File: src/rtl/muldiv_pkg.sv
// rtl/muldiv_pkg.sv - shared op encoding, FSM states and default width for the mul/div unit
package muldiv_pkg;

  localparam int XLEN_DEFAULT = 32;

  localparam logic [2:0] OP_MUL    = 3'd0;
  localparam logic [2:0] OP_MULH   = 3'd1;
  localparam logic [2:0] OP_MULHSU = 3'd2;
  localparam logic [2:0] OP_MULHU  = 3'd3;
  localparam logic [2:0] OP_DIV    = 3'd4;
  localparam logic [2:0] OP_DIVU   = 3'd5;
  localparam logic [2:0] OP_REM    = 3'd6;
  localparam logic [2:0] OP_REMU   = 3'd7;

  typedef enum logic [1:0] {
    ST_IDLE = 2'd0,
    ST_CALC = 2'd1,
    ST_DONE = 2'd2
  } state_t;

endpackage

File: src/rtl/muldiv_datapath.sv
// rtl/muldiv_datapath.sv - unsigned iterative core: shift-add multiply and restoring divide
// One shared adder serves both the multiply add and the divide trial subtract.
module muldiv_datapath #(
  parameter int XLEN = 32
) (
  input  logic              clk,
  input  logic              rst,
  input  logic              load,
  input  logic              step,
  input  logic              is_div,
  input  logic [XLEN-1:0]   ld_dvs,
  input  logic [XLEN-1:0]   ld_quo,
  output logic [2*XLEN-1:0] acc_nxt,
  output logic [XLEN-1:0]   quo_nxt
);

  logic [2*XLEN-1:0] acc;
  logic [XLEN-1:0]   dvs;
  logic [XLEN-1:0]   quo;

  logic [XLEN:0]   r_sh;
  logic [XLEN:0]   lhs;
  logic [XLEN:0]   rhs;
  logic [XLEN+1:0] sum;
  logic            no_borrow;

  always_comb begin
    r_sh      = {acc[XLEN-1:0], quo[XLEN-1]};
    lhs       = is_div ? r_sh : {1'b0, acc[2*XLEN-1:XLEN]};
    rhs       = is_div ? ~{1'b0, dvs} : (quo[0] ? {1'b0, dvs} : '0);
    sum       = {1'b0, lhs} + {1'b0, rhs} + {{(XLEN+1){1'b0}}, is_div};
    no_borrow = sum[XLEN+1];
    if (is_div) begin
      // Partial remainder lives in the low half; the dividend shifts out of quo MSB-first.
      acc_nxt = {{XLEN{1'b0}}, (no_borrow ? sum[XLEN-1:0] : r_sh[XLEN-1:0])};
      quo_nxt = {quo[XLEN-2:0], no_borrow};
    end else begin
      acc_nxt = {sum[XLEN:0], acc[XLEN-1:1]};
      quo_nxt = {1'b0, quo[XLEN-1:1]};
    end
  end

  always_ff @(posedge clk or posedge rst) begin
    if (rst) begin
      acc <= '0;
      dvs <= '0;
      quo <= '0;
    end else if (load) begin
      acc <= '0;
      dvs <= ld_dvs;
      quo <= ld_quo;
    end else if (step) begin
      acc <= acc_nxt;
      quo <= quo_nxt;
    end
  end

endmodule

File: src/rtl/muldiv_unit.sv
// rtl/muldiv_unit.sv - RV32M multiply/divide unit: control FSM and sign correction
// Operands are reduced to magnitudes on accept; signs are re-applied as the result is captured.
module muldiv_unit
  import muldiv_pkg::*;
#(
  parameter int XLEN      = XLEN_DEFAULT,
  parameter bit FAST_ZERO = 1'b1
) (
  input  logic            clk,
  input  logic            rst,
  input  logic            start,
  input  logic [2:0]      op,
  input  logic [XLEN-1:0] a,
  input  logic [XLEN-1:0] b,
  input  logic            flush,
  output logic            busy,
  output logic            done,
  output logic [XLEN-1:0] result
);

  localparam int CW = $clog2(XLEN);

  state_t          state;
  logic [CW-1:0]   count;
  logic [2:0]      op_q;
  logic            sa_q, sb_q, bz_q;

  logic            a_sgn, b_sgn, sa, sb, accept;
  logic [XLEN-1:0] a_mag, b_mag, fz_result;
  logic [2*XLEN-1:0] acc_nxt, prod;
  logic [XLEN-1:0] quo_nxt, quo_res, rem_res, final_result;

  always_comb begin
    a_sgn = (op == OP_MUL) || (op == OP_MULH) || (op == OP_MULHSU) ||
            (op == OP_DIV) || (op == OP_REM);
    b_sgn = (op == OP_MUL) || (op == OP_MULH) || (op == OP_DIV) || (op == OP_REM);
    sa    = a_sgn & a[XLEN-1];
    sb    = b_sgn & b[XLEN-1];
    a_mag = sa ? -a : a;
    b_mag = sb ? -b : b;
    accept    = (state == ST_IDLE) && start && !flush;
    fz_result = op[1] ? a : '1;
  end

  muldiv_datapath #(.XLEN(XLEN)) u_datapath (
    .clk     (clk),
    .rst     (rst),
    .load    (accept),
    .step    ((state == ST_CALC) && !flush),
    .is_div  (op_q[2]),
    .ld_dvs  (op[2] ? b_mag : a_mag),
    .ld_quo  (op[2] ? a_mag : b_mag),
    .acc_nxt (acc_nxt),
    .quo_nxt (quo_nxt)
  );

  // Evaluated on the final iteration, so uses the datapath's next-state values.
  always_comb begin
    prod    = (sa_q ^ sb_q) ? -acc_nxt : acc_nxt;
    quo_res = bz_q ? '1 : ((sa_q ^ sb_q) ? -quo_nxt : quo_nxt);
    rem_res = sa_q ? -acc_nxt[XLEN-1:0] : acc_nxt[XLEN-1:0];
    case (op_q)
      OP_MUL:                 final_result = prod[XLEN-1:0];
      OP_MULH, OP_MULHSU,
      OP_MULHU:               final_result = prod[2*XLEN-1:XLEN];
      OP_DIV, OP_DIVU:        final_result = quo_res;
      default:                final_result = rem_res;
    endcase
  end

  always_ff @(posedge clk or posedge rst) begin
    if (rst) begin
      state  <= ST_IDLE;
      count  <= '0;
      op_q   <= '0;
      sa_q   <= 1'b0;
      sb_q   <= 1'b0;
      bz_q   <= 1'b0;
      busy   <= 1'b0;
      done   <= 1'b0;
      result <= '0;
    end else if (flush) begin
      state <= ST_IDLE;
      count <= '0;
      busy  <= 1'b0;
      done  <= 1'b0;
    end else begin
      case (state)
        ST_IDLE: begin
          done <= 1'b0;
          if (start) begin
            op_q  <= op;
            sa_q  <= sa;
            sb_q  <= sb;
            bz_q  <= (b == '0);
            count <= '0;
            busy  <= 1'b1;
            if (FAST_ZERO && op[2] && (b == '0)) begin
              state  <= ST_DONE;
              done   <= 1'b1;
              result <= fz_result;
            end else begin
              state <= ST_CALC;
            end
          end
        end
        ST_CALC: begin
          count <= count + CW'(1);
          if (count == CW'(XLEN - 1)) begin
            state  <= ST_DONE;
            done   <= 1'b1;
            result <= final_result;
          end
        end
        default: begin
          state <= ST_IDLE;
          busy  <= 1'b0;
          done  <= 1'b0;
        end
      endcase
    end
  end

endmodule

File: config.mk
export PLATFORM = sky130hd
export DESIGN_NAME = muldiv_unit
export DESIGN_NICKNAME = d
export VERILOG_FILES = /design/src/rtl/muldiv_pkg.sv /design/src/rtl/muldiv_datapath.sv /design/src/rtl/muldiv_unit.sv
export SDC_FILE = /design/constraint.sdc
export NUM_CORES = 1
export LEC_CHECK = 0
export ABC_AREA = 0
export BUFFER_PORTS_ARGS = -buffer_cell sky130_fd_sc_hd__buf_2
export CORE_MARGIN = 2
export CORE_UTILIZATION = 51
export DETAILED_ROUTE_END_ITERATION = 10
export PLACE_DENSITY = 0.65
export SYNTH_ARGS = -nofsm -noshare
export SYNTH_HDL_FRONTEND = slang
export SYNTH_HIERARCHICAL = 1
export SYNTH_SLANG_ARGS = --single-unit
File: constraint.sdc
create_clock -name clk -period 9.3 [get_ports clk]
set_input_delay 0.465 -clock clk [delete_from_list [all_inputs] [get_ports clk]]
set_output_delay 0.465 -clock clk [all_outputs]
set_load 0.005 [all_outputs]
==> results of run 1 <==
## critical path: stages, from the launching register on
cell and delay, ns:
dfrtp_4 0.71, clkinv_1 0.46, buf_4 0.39, o21ai_0 0.20
ha_1 0.33, a21o_1 0.21, a21o_1 0.17, a21o_1 0.20
o41a_1 0.44, a211o_4 0.33, nand2_8 0.31, nor2_1 0.12
a211oi_2 0.24, nor2_1 0.21, or4_4 0.59, or4_1 0.74
nor4_4 0.71, nand2_1 0.30, or4_1 0.46, a21oi_1 0.16
nor2_1 0.06, o21ai_1 0.13
## metrics by stage
step / hold slack (ns) / util, % / worst slack, ns / instances / area [um^2]
after floorplan: 0.445 / - / 2.82 / 2103 / 16500
after CTS: 0.179 / 56.2 / 1.83 / 2531 / 17800
after detailed placement: 0.469 / 54.3 / 1.86 / 2499 / 17200
after global placement: 0.457 / 54.3 / 2.01 / 2499 / 17200
final: 0.160 / 56.2 / 1.68 / 2532 / 17800
after global routing: 0.206 / 56.2 / 1.21 / 2531 / 17800
## worst max-delay path by stage
stage	startpoint	to	slack, ns	cells past startpoint
2_1_floorplan	op_q[2]	result[27]	2.82	26
3_3_place_gp	op_q[2]	result[7]	2.01	21
3_5_place_dp	op_q[2]	result[25]	1.86	21
4_1_cts	op_q[2]	result[25]	1.83	21
5_1_grt	op_q[2]	result[29]	1.21	21
6_report	op_q[2]	result[7]	1.68	21
## layout by cell type, fill, tap and decap left out, drive strengths merged, types with 19 or more instances in the layout
| master | Yosys | layout |
|---|---|---|
| nor3 | 63 | 63 |
| a31oi | 25 | 25 |
| dfrtp | 175 | 175 |
| buf | 26 | 132 |
| mux2 | 98 | 98 |
| nand2b | 19 | 19 |
| nand3 | 30 | 30 |
| mux2i | 81 | 81 |
| inv | 28 | 36 |
| nor4 | 35 | 35 |
| a21oi | 150 | 150 |
| o21ai | 232 | 232 |
| o31ai | 34 | 34 |
| xnor2 | 70 | 70 |
| and3 | 20 | 20 |
| xor2 | 89 | 89 |
| nand2 | 216 | 216 |
| a21o | 31 | 31 |
| o21a | 20 | 20 |
| ha | 39 | 39 |
| nor2 | 240 | 240 |
| or3 | 29 | 29 |
| a211oi | 23 | 23 |
## sequential cells by signal (all words and copies together), names as in the netlist
name / count
busy: 1
sa_q: 1
sb_q: 1
u_datapath/dvs: 32
u_datapath/acc: 64
done: 1
op_q: 3
result: 32
state: 2
count: 5
u_datapath/quo: 32
bz_q: 1
## routing by layer
layer	global-route usage (%)	vias to the layer above	wire (um)
met4	17.7	0	3110
li1	-	7710	-
met1	49.7	8051	26700
met5	0	-	0
met3	7.25	149	5210
met2	58.8	803	28400
## power by group through the flow
stage | logic (uW) | registers, uW | clock network [uW]
finish | 2750 | 1100 | 762
global route | 2940 | 1110 | 801
CTS | 2670 | 1090 | 770
detailed placement | 2660 | 1100 | 0
global placement | 2640 | 1100 | 0
floorplan | 1930 | 1020 | 0
## cell families (layout without fill, tap and decap cells)
family          after synthesis  after routing
compound gates              650            650
simple gates                731            731
buf+inv                     168            194
mux                         179            179
xor+xnor                    159            159
flops                       175            175
fa+ha+maj                    41             41
other cells                   0              1
## area by class of cell
cell class / instances / area, um^2 / area share [%]
repair buffers: 132 / 743 / 4.17
flip-flops and latches: 175 / 4380 / 24.6
inverters: 30 / 116 / 0.652
clock inverters: 15 / 184 / 1.03
clock buffers: 17 / 425 / 2.39
diodes: 1 / 2.50 / 0.0140
multi-input cells: 1760 / 11500 / 64.4
well taps: 402 / 503 / 2.82
==> flow_summary.toml, run 1 <==
[logic_synthesis]
yosysMostFrequentCell = "nor2_1"
synth_compound_area_share_pct = 25.2
synth_seq_cells = 175
yosysSeqAreaShare_pct = 26.5
post-synth-top-area-cell = "dfrtp_1"
synthCells = 2103
synth_xor_area_share_pct = 8.43
synthTopCellsByCount = "240 x nor2_1, 221 x o21ai_0, 215 x nand2_1"
synth_top_family_by_area = "compound AO/OA/AOI/OAI gates"
synth_fa_ha_area_share_pct = 3.20
synthTopCellsByArea = "dfrtp_1 27%, o21ai_0 6.7%, mux2_2 6.5%"
synth_fp_nets = 2215
synth_warnings = 6
async_flop_share_pct = 100
synth_area_per_cell_um2 = 7.85
synthFlopType = "dfrtp_1"
synthDistinctLibCells = 92
netlist_area_um2 = 16500
synth_edf_count = 0
yosys.area_share.simple_pct = 20.9
synth_top_area_share_pct = 26.5
synthMuxAreaShare_pct = 11.6

[power]
total_power_uw = 4610
combPwrFrac_pct = 59.7
clockPowerShare_pct = 16.5
irDropWorstVdd_mv = 0.153
seqPwrFrac_pct = 23.8
swShare_pct = 51.2
internal-power_uw = 2250
power_density_nw_per_um2 = 258
p_sw_uw = 2360
p_leak_uw = 0.00755

[setup_path]
cp.required_ns = 9.69
r2r_cells = 21
r2r_end = "result[7]"
worstSetupEndpointType = "register"
startpoint_type = "register"
ff2ff_setup_slack_ns = 1.68
crit_fanout = 53
reg2reg_from = "op_q[2]"
critPathArrivalTime_ns = 8.01
worstSetupPathType = "reg2reg"

[grt]
grt_use_total_pct = 37.5
grt_remaining_overflow = 0
grt_pass1_vias = 15400
grt_max_degree = 116
antenna_found_initial = 0
grt_pass1_wl_um = 95000

[worst_hold_path]
hold_path_class = "in2async"

[floorplan]
fp.dieH_um = 184
start_util_pct = 52.1
die_x_um = 184
die-area_um2 = 33800
fp-row-count = 65
core-area_um2 = 31700
io_pins = 105

[timing]
clock_skew_ns = 0.0186
rsz0062_at_grt = "false"
drv_slew = 0
fmax_ghz = 0.131
setup_viol = 0
tightestPinTransition_ns = 1.28
tns_ns = 0
hold_violations = 0
fin_crit_sh_pct = 81.9
maxSlewHeadroom_pct = 14.5
finalCriticalPeriod_ns = 7.62

[cts]
cts_resized = 0
cts_tree = "yes"
clock-sinks = 175
holdBufCountCts = 0
clk_path_buf_depth = 2
cts_setup_buffers = 0
cts-root-buf = "clkbuf_16"
numCtsBuffers = 17
path_clk_slew_ns = 0.08
cts_htree_levels = 4
insertion_delay_ns = 0.47

[status]
outcome = "finished clean"

[cells_and_area]
fill_cells = 3013
fin_nets = 2228
syn2layout_area_growth_pct = 8.01
drive_gt1_share_pct = 14.6

[flow_run]
drv_cap = 0

[placement]
gp_congestion = 0.980
port_buffers = 104
hpwl_um = 48800

[detailed_routing]
drc = 0
ant_nets = 0
avgViaCountPerCell = 6.60
drtIter0Drc = 1989
wire_per_inst_um = 25.0
wl_um = 63400
drtPass1Iterations = 6
route.vias.total = 16700
No activity file was read; power rests on OpenSTA's default activity.
==> inputs of run 2 (changes only) <==
Settings changed: PLACE_DENSITY 0.65 to 0.68.
Clock period 9.3 ns to 6.1 ns, I/O delays scaled along.
==> run 2 against run 1 <==
  * Sequential power is 48% higher
  * Combinational power is 69% higher
  * Critical path depth is 3 higher
  * Count of clock-buffer cells in the layout stayed put
  * Critical path type unchanged
  * Via count is 3.0% higher
  * Global-route usage is 0.41 points lower
  * Highest routed layer is now met5
==> flow_summary.toml, run 2 (synthesis results as in run 1) <==
[cts]
path_clk_slew_ns = 0.08
numCtsBuffers = 17
cts_tree = "yes"
insertion_delay_ns = 0.45
clk_path_buf_depth = 2
holdBufCountCts = 0
cts-root-buf = "clkbuf_16"
clock-sinks = 175
cts_htree_levels = 4

[timing]
fmax_ghz = 0.169
clock_skew_ns = 0.0159
hold_violations = 0
drv_slew = 0
maxSlewHeadroom_pct = 26.9
tightestPinTransition_ns = 1.10
setup_viol = 0
finalCriticalPeriod_ns = 5.91
fin_crit_sh_pct = 96.9

[floorplan]
fp.dieH_um = 184
io_pins = 105
die-area_um2 = 33800
fp-row-count = 65
start_util_pct = 52.1
die_x_um = 184
core-area_um2 = 31700

[detailed_routing]
dr_wl_met2_um = 28100
avgViaCountPerCell = 6.52
ant_nets = 0
route.vias.total = 17200
wl_met1_um = 25700
drc = 0
drtIter0Drc = 1770
met3_length_um = 5640
wl_um = 63100
drtPass1Iterations = 7
wire_per_inst_um = 23.9
highest_layer = "met5"

[power]
p_leak_uw = 0.00818
irDropWorstVdd_mv = 0.237
total_power_uw = 7440
power_density_nw_per_um2 = 394

[flow_run]
drv_cap = 0

[setup_path]
cp_slowest_cell = "o21ai_0"
path_cells = "clkinv_2, o21ai_0, ha_1, a21o_1, a21o_1, o41a_1, a211o_4, nand2_8, mux2_1, nor2_1, nor2_1, buf_4, inv_1, ha_1, nor2b_1, and3_1, nand4_1, buf_4, nor4_1, buf_4, a21oi_1, xor2_1, nand2_1, a31oi_1"
critPathArrivalTime_ns = 6.27
worstSetupEndpointType = "register"
worstSetupPathType = "reg2reg"
startpoint_type = "register"
cp.required_ns = 6.46
crit_path_frequent_cell = "buf_4"
slowest_delay_ns = 0.61
crit_fanout = 16

[cells_and_area]
largest_reg_flops = 64
drive_gt1_share_pct = 19.8
n_antenna_cell = 0
fin_nets = 2340
final_util_pct = 59.5
final_cell_mix = "237 x nor2_1, 217 x o21ai_0, 214 x nand2_1, 174 x dfrtp_1, 148 x a21oi_1"
fill_cells = 2907
final_common_cell = "nor2_1"
syn2layout_area_growth_pct = 14.3
largest_register = "u_datapath/acc"

[grt]
grt_max_degree = 70
grt_remaining_overflow = 0
grt_use_total_pct = 37.1
grt_pass1_wl_um = 94900
grt_pass1_vias = 16000
antenna_found_initial = 3

[worst_hold_path]
hold_path_class = "in2async"

[placement]
gp_congestion = 1.01
port_buffers = 104
hpwl_um = 49400

[status]
outcome = "finished clean"
-- run 2: changes by cell type in the layout (fill, tap and decap cells not counted), sizes merged --
cell,change
buf,+111
clkinv,+4
inv,-3
bufinv,-1
diode,-1
nand2,+1
-- run 2: layer usage --
metal / GRT usage, % / up-vias
li1: - / 7928
met1: 48.5 / 8252
met2: 57.5 / 845
met3: 8.08 / 189
met4: 19.2 / 6
met5: 0 / -
-- run 2: worst paths after layout --
kind                                 start            endpoint  slack, ns  cells past startpoint
worst max-delay path               op_q[2]          result[26]       0.19                     24
min in group clk                     op[0]             op_q[0]       0.14                      3
worst min-delay path                   rst  u_datapath/acc[30]      0.009                      2
worst min register to register  result[12]          result[12]       0.49                      2
max in group asynchronous              rst  u_datapath/acc[13]       4.64                      3
worst max register to register     op_q[2]          result[26]       0.19                     24
-- run 2: repair_timing --
item | in CTS | in global routing
cloned | 0 | 1
setup endpoints to repair | 2 | 32
pin swaps | 0 | 10
buffers inserted | 0 | 2
resized for setup | 3 | 33
-- run 2: cell type report --
class | instances | area [um^2] | share of cell area, %
tap | 402 | 503 | 2.67
timing repair buffer | 243 | 1620 | 8.59
clock buffer | 17 | 425 | 2.26
inverter | 30 | 118 | 0.623
clock inverter | 15 | 190 | 1.01
sequential | 175 | 4380 | 23.2
multi-input combinational | 1761 | 11600 | 61.6
-- run 2: worst max-delay path: cells and delay by family, from the launching register on --
family          cells  cell delay [ns]
xor+xnor            1             0.18
simple gates        8             1.47
mux                 1             0.33
buf+inv             5             0.77
flops               1             0.46
fa+ha+maj           2             0.55
compound gates      7             2.05
-- run 2: stage by stage --
| step | setup slack, ns | TNS (ns) | cell area [um^2] | std cells | hold WS, ns |
|---|---|---|---|---|---|
| floorplan | -0.0139 | -0.0139 | 16500 | 2103 | 0.410 |
| global placement | -0.0573 | -0.0573 | 18100 | 2608 | 0.459 |
| detailed placement | -0.0793 | -0.0793 | 18100 | 2608 | 0.470 |
| CTS | 0.0525 | 0 | 18700 | 2640 | 0.0441 |
| global route | -0.00465 | -0.00465 | 18900 | 2643 | 0.0773 |
| finish | 0.191 | 0 | 18900 | 2643 | 0.00890 |
-- run 2: power by group --
| part | leakage, uW | switching, uW | total, uW | internal (uW) |
|---|---|---|---|---|
| clock network | 0.000294 | 589 | 1150 | 560 |
| logic | 0.00561 | 2890 | 4660 | 1770 |
| registers | 0.00228 | 227 | 1630 | 1400 |
| total | 0.00818 | 3710 | 7440 | 3730 |
==> inputs of run 3 (changes only) <==
Settings changed: CORE_UTILIZATION 51 to 45, PLACE_DENSITY 0.68 to 0.6, SYNTH_HIERARCHICAL 1 to default.
==> run 3 against run 2 <==
  * The flow now finishes with violations (negative hold slack)
  * Sequential cell count unchanged
  * Combinational power increased by 3%
  * Synthesized cell count increased by 7.9%
==> flow_summary.toml, run 3 <==
[cells_and_area]
fin_nets = 2451
finalNonFillerCells = 2868
final_cell_mix = "303 x o21ai_0, 301 x nand2_1, 205 x nor2_1, 194 x a21oi_1, 174 x dfrtp_1"
largest_reg_flops = 64
drive_gt1_share_pct = 14.7
largest_register = "u_datapath.acc"
final_util_pct = 50.9
final_common_cell = "o21ai_0"
syn2layout_area_growth_pct = 12.3

[setup_path]
startpoint_type = "register"
crit_fanout = 13
cp.required_ns = 6.51
crit_path_frequent_cell = "buf_4"
path_cells = "nor2b_2, buf_4, nand2_1, o21ai_0, fa_2, inv_1, fa_1, nand2b_1, a21boi_1, buf_4, o21a_1, or2_1, xor2_1, buf_4, nor4_1, buf_4, a21oi_1, or4_1, nor4_1, buf_4, mux2_2, a21oi_1"
r2r_cells = 22
crit_family = "simple AND/OR/NAND/NOR gates"
ff2ff_setup_slack_ns = 0.33
worstSetupPathType = "reg2reg"
reg2reg_from = "op_q[2]"
critPathArrivalTime_ns = 6.18
slowest_delay_ns = 0.60
r2r_end = "result[19]"
cp_slowest_cell = "or4_1"
worstSetupEndpointType = "register"
crit_buf_inv = 6

[cts]
cts_htree_levels = 4
cts-root-buf = "clkbuf_16"
cts_tree = "yes"
holdBufCountCts = 0
path_clk_slew_ns = 0.09
cts_setup_buffers = 0
clk_path_buf_depth = 2
numCtsBuffers = 17
insertion_delay_ns = 0.49
clock-sinks = 175

[logic_synthesis]
synth_top_area_share_pct = 25.8
netlist_area_um2 = 17000
synthDistinctLibCells = 98
synth_fp_nets = 2379
synth_edf_count = 0
synthTopCellsByCount = "304 x o21ai_0, 301 x nand2_1, 207 x nor2_1"
synth_seq_cells = 175
synth_area_per_cell_um2 = 7.47
yosysMostFrequentCell = "o21ai_0"
yosysSeqAreaShare_pct = 25.8
async_flop_share_pct = 100
synthFlopType = "dfrtp_1"
synth_warnings = 0
synthCells = 2270
synthTopCellsByArea = "dfrtp_1 26%, o21ai_0 9.0%, nand2_1 6.7%"
post-synth-top-area-cell = "dfrtp_1"

[detailed_routing]
drc = 0
ant_nets = 0
drtIter0Drc = 2268
wl_um = 77400
avgViaCountPerCell = 6.55
drtPass1Iterations = 9
route.vias.total = 18800
wire_per_inst_um = 27.0

[floorplan]
die_x_um = 198
core-area_um2 = 37400
io_pins = 105
start_util_pct = 45.4
fp-row-count = 71
fp.dieH_um = 198
die-area_um2 = 39300

[grt]
grt_use_met1_pct = 52.4
met2_usage_pct = 59.5
grt_remaining_overflow = 0
grt-busiest-layer = "met2"
grt_pass1_vias = 17400
gr-usage-met3_pct = 8.58
grt_use_total_pct = 39.6
grt_max_degree = 114
antenna_found_initial = 1
grt_pass1_wl_um = 114000

[timing]
tns_ns = 0
fin_crit_sh_pct = 94.5
tightestPinTransition_ns = 1.45
drv_slew = 0
finalCriticalPeriod_ns = 5.77
holdWs_ns = -0.0437
rsz0062_at_grt = "false"
hold_violations = 38
setup_viol = 0
clock_skew_ns = 0.0174
maxSlewHeadroom_pct = 2.47
fmax_ghz = 0.173

[status]
outcome = "finished, violations left"
violations = "negative hold slack"

[worst_hold_path]
hold_path_class = "in2async"

[power]
p_leak_uw = 0.00789
irDropWorstVdd_mv = 0.226
power_density_nw_per_um2 = 412

[placement]
gp_congestion = 1.01
place_inst = 2834
hpwl_um = 60500
port_buffers = 104

[flow_run]
drv_cap = 0
-- run 3: cell count changes after synthesis, sizes merged, moves of 19 or more --
| cell | delta |
|---|---|
| xor2 | -27 |
| a21o | -19 |
| nor2 | -33 |
| mux2i | -35 |
| nand2 | +85 |
| buf | +23 |
| mux2 | -61 |
| o21ai | +84 |
| a21oi | +46 |
-- run 3: layout make-up --
| class | instances | area, um^2 |
|---|---|---|
| timing repair buffer | 217 | 1410 |
| tap | 511 | 639 |
| antenna | 2 | 5.00 |
| multi-input combinational | 1900 | 11900 |
| inverter | 31 | 124 |
| clock buffer | 17 | 425 |
| clock inverter | 15 | 211 |
| fill | 3751 | 18300 |
| sequential | 175 | 4380 |
-- run 3: report_power, final --
group	switching [uW]	internal, uW	total, uW
Sequential	360	1470	1830
Combinational	3160	1660	4810
Clock	640	574	1210
Total	4160	3700	7860
-- run 3: metrics by stage --
| step | area (um^2) | setup slack (ns) | hold WS, ns | total power (uW) |
|---|---|---|---|---|
| after global placement | 18400 | 0.361 | 0.459 | 6430 |
| after floorplan | 17000 | 0.0125 | 0.446 | 4570 |
| after CTS | 19000 | 0.312 | 0.0121 | 7680 |
| after global routing | 19000 | 0.0218 | 0.0261 | 8270 |
| final | 19100 | 0.335 | -0.0437 | 7860 |
| after detailed placement | 18400 | 0.359 | 0.467 | 6460 |
-- run 3: how the worst max path moves through the flow --
stage	slack (ns)	depth (start not counted)	end	start
global placement	0.36	17	result[6]	op_q[2]
detailed placement	0.36	17	result[6]	op_q[2]
CTS	0.31	17	result[6]	op_q[2]
floorplan	0.01	33	result[22]	op_q[2]
finish	0.33	22	result[19]	op_q[2]
global route	0.02	21	result[30]	op_q[2]
-- run 3: cell families (layout without fill, tap and decap cells) --
group           count (synthesis)  count (layout)  share of synthesized area [%]
simple gates                  810             810                           23.2
other cells                     0               2                              0
fa+ha+maj                      38              38                           2.89
buf+inv                       195             280                           4.85
xor+xnor                      148             148                           7.64
flops                         175             175                           25.8
mux                            83              83                           5.17
compound gates                821             821                           30.5
-- run 3: worst reg2reg max path, delay by kind of cell (launching register included) --
kind	cells	cell delay (ns)
xor+xnor	1	0.22
compound gates	5	0.91
buf+inv	6	1.12
flops	1	0.52
mux	1	0.33
simple gates	7	1.88
fa+ha+maj	2	0.72
-- run 3: routing by layer --
| layer | vias to the layer above | routed length, um |
|---|---|---|
| met1 | 9020 | 32200 |
| met4 | 0 | 4870 |
| met3 | 208 | 6950 |
| met5 | - | 0 |
| met2 | 1019 | 33400 |
| li1 | 8542 | - |
-- run 3: timing repair --
action,CTS,global route
resized for setup,0,7
endpoints found under the setup margin,0,7
hold endpoints to repair,0,0
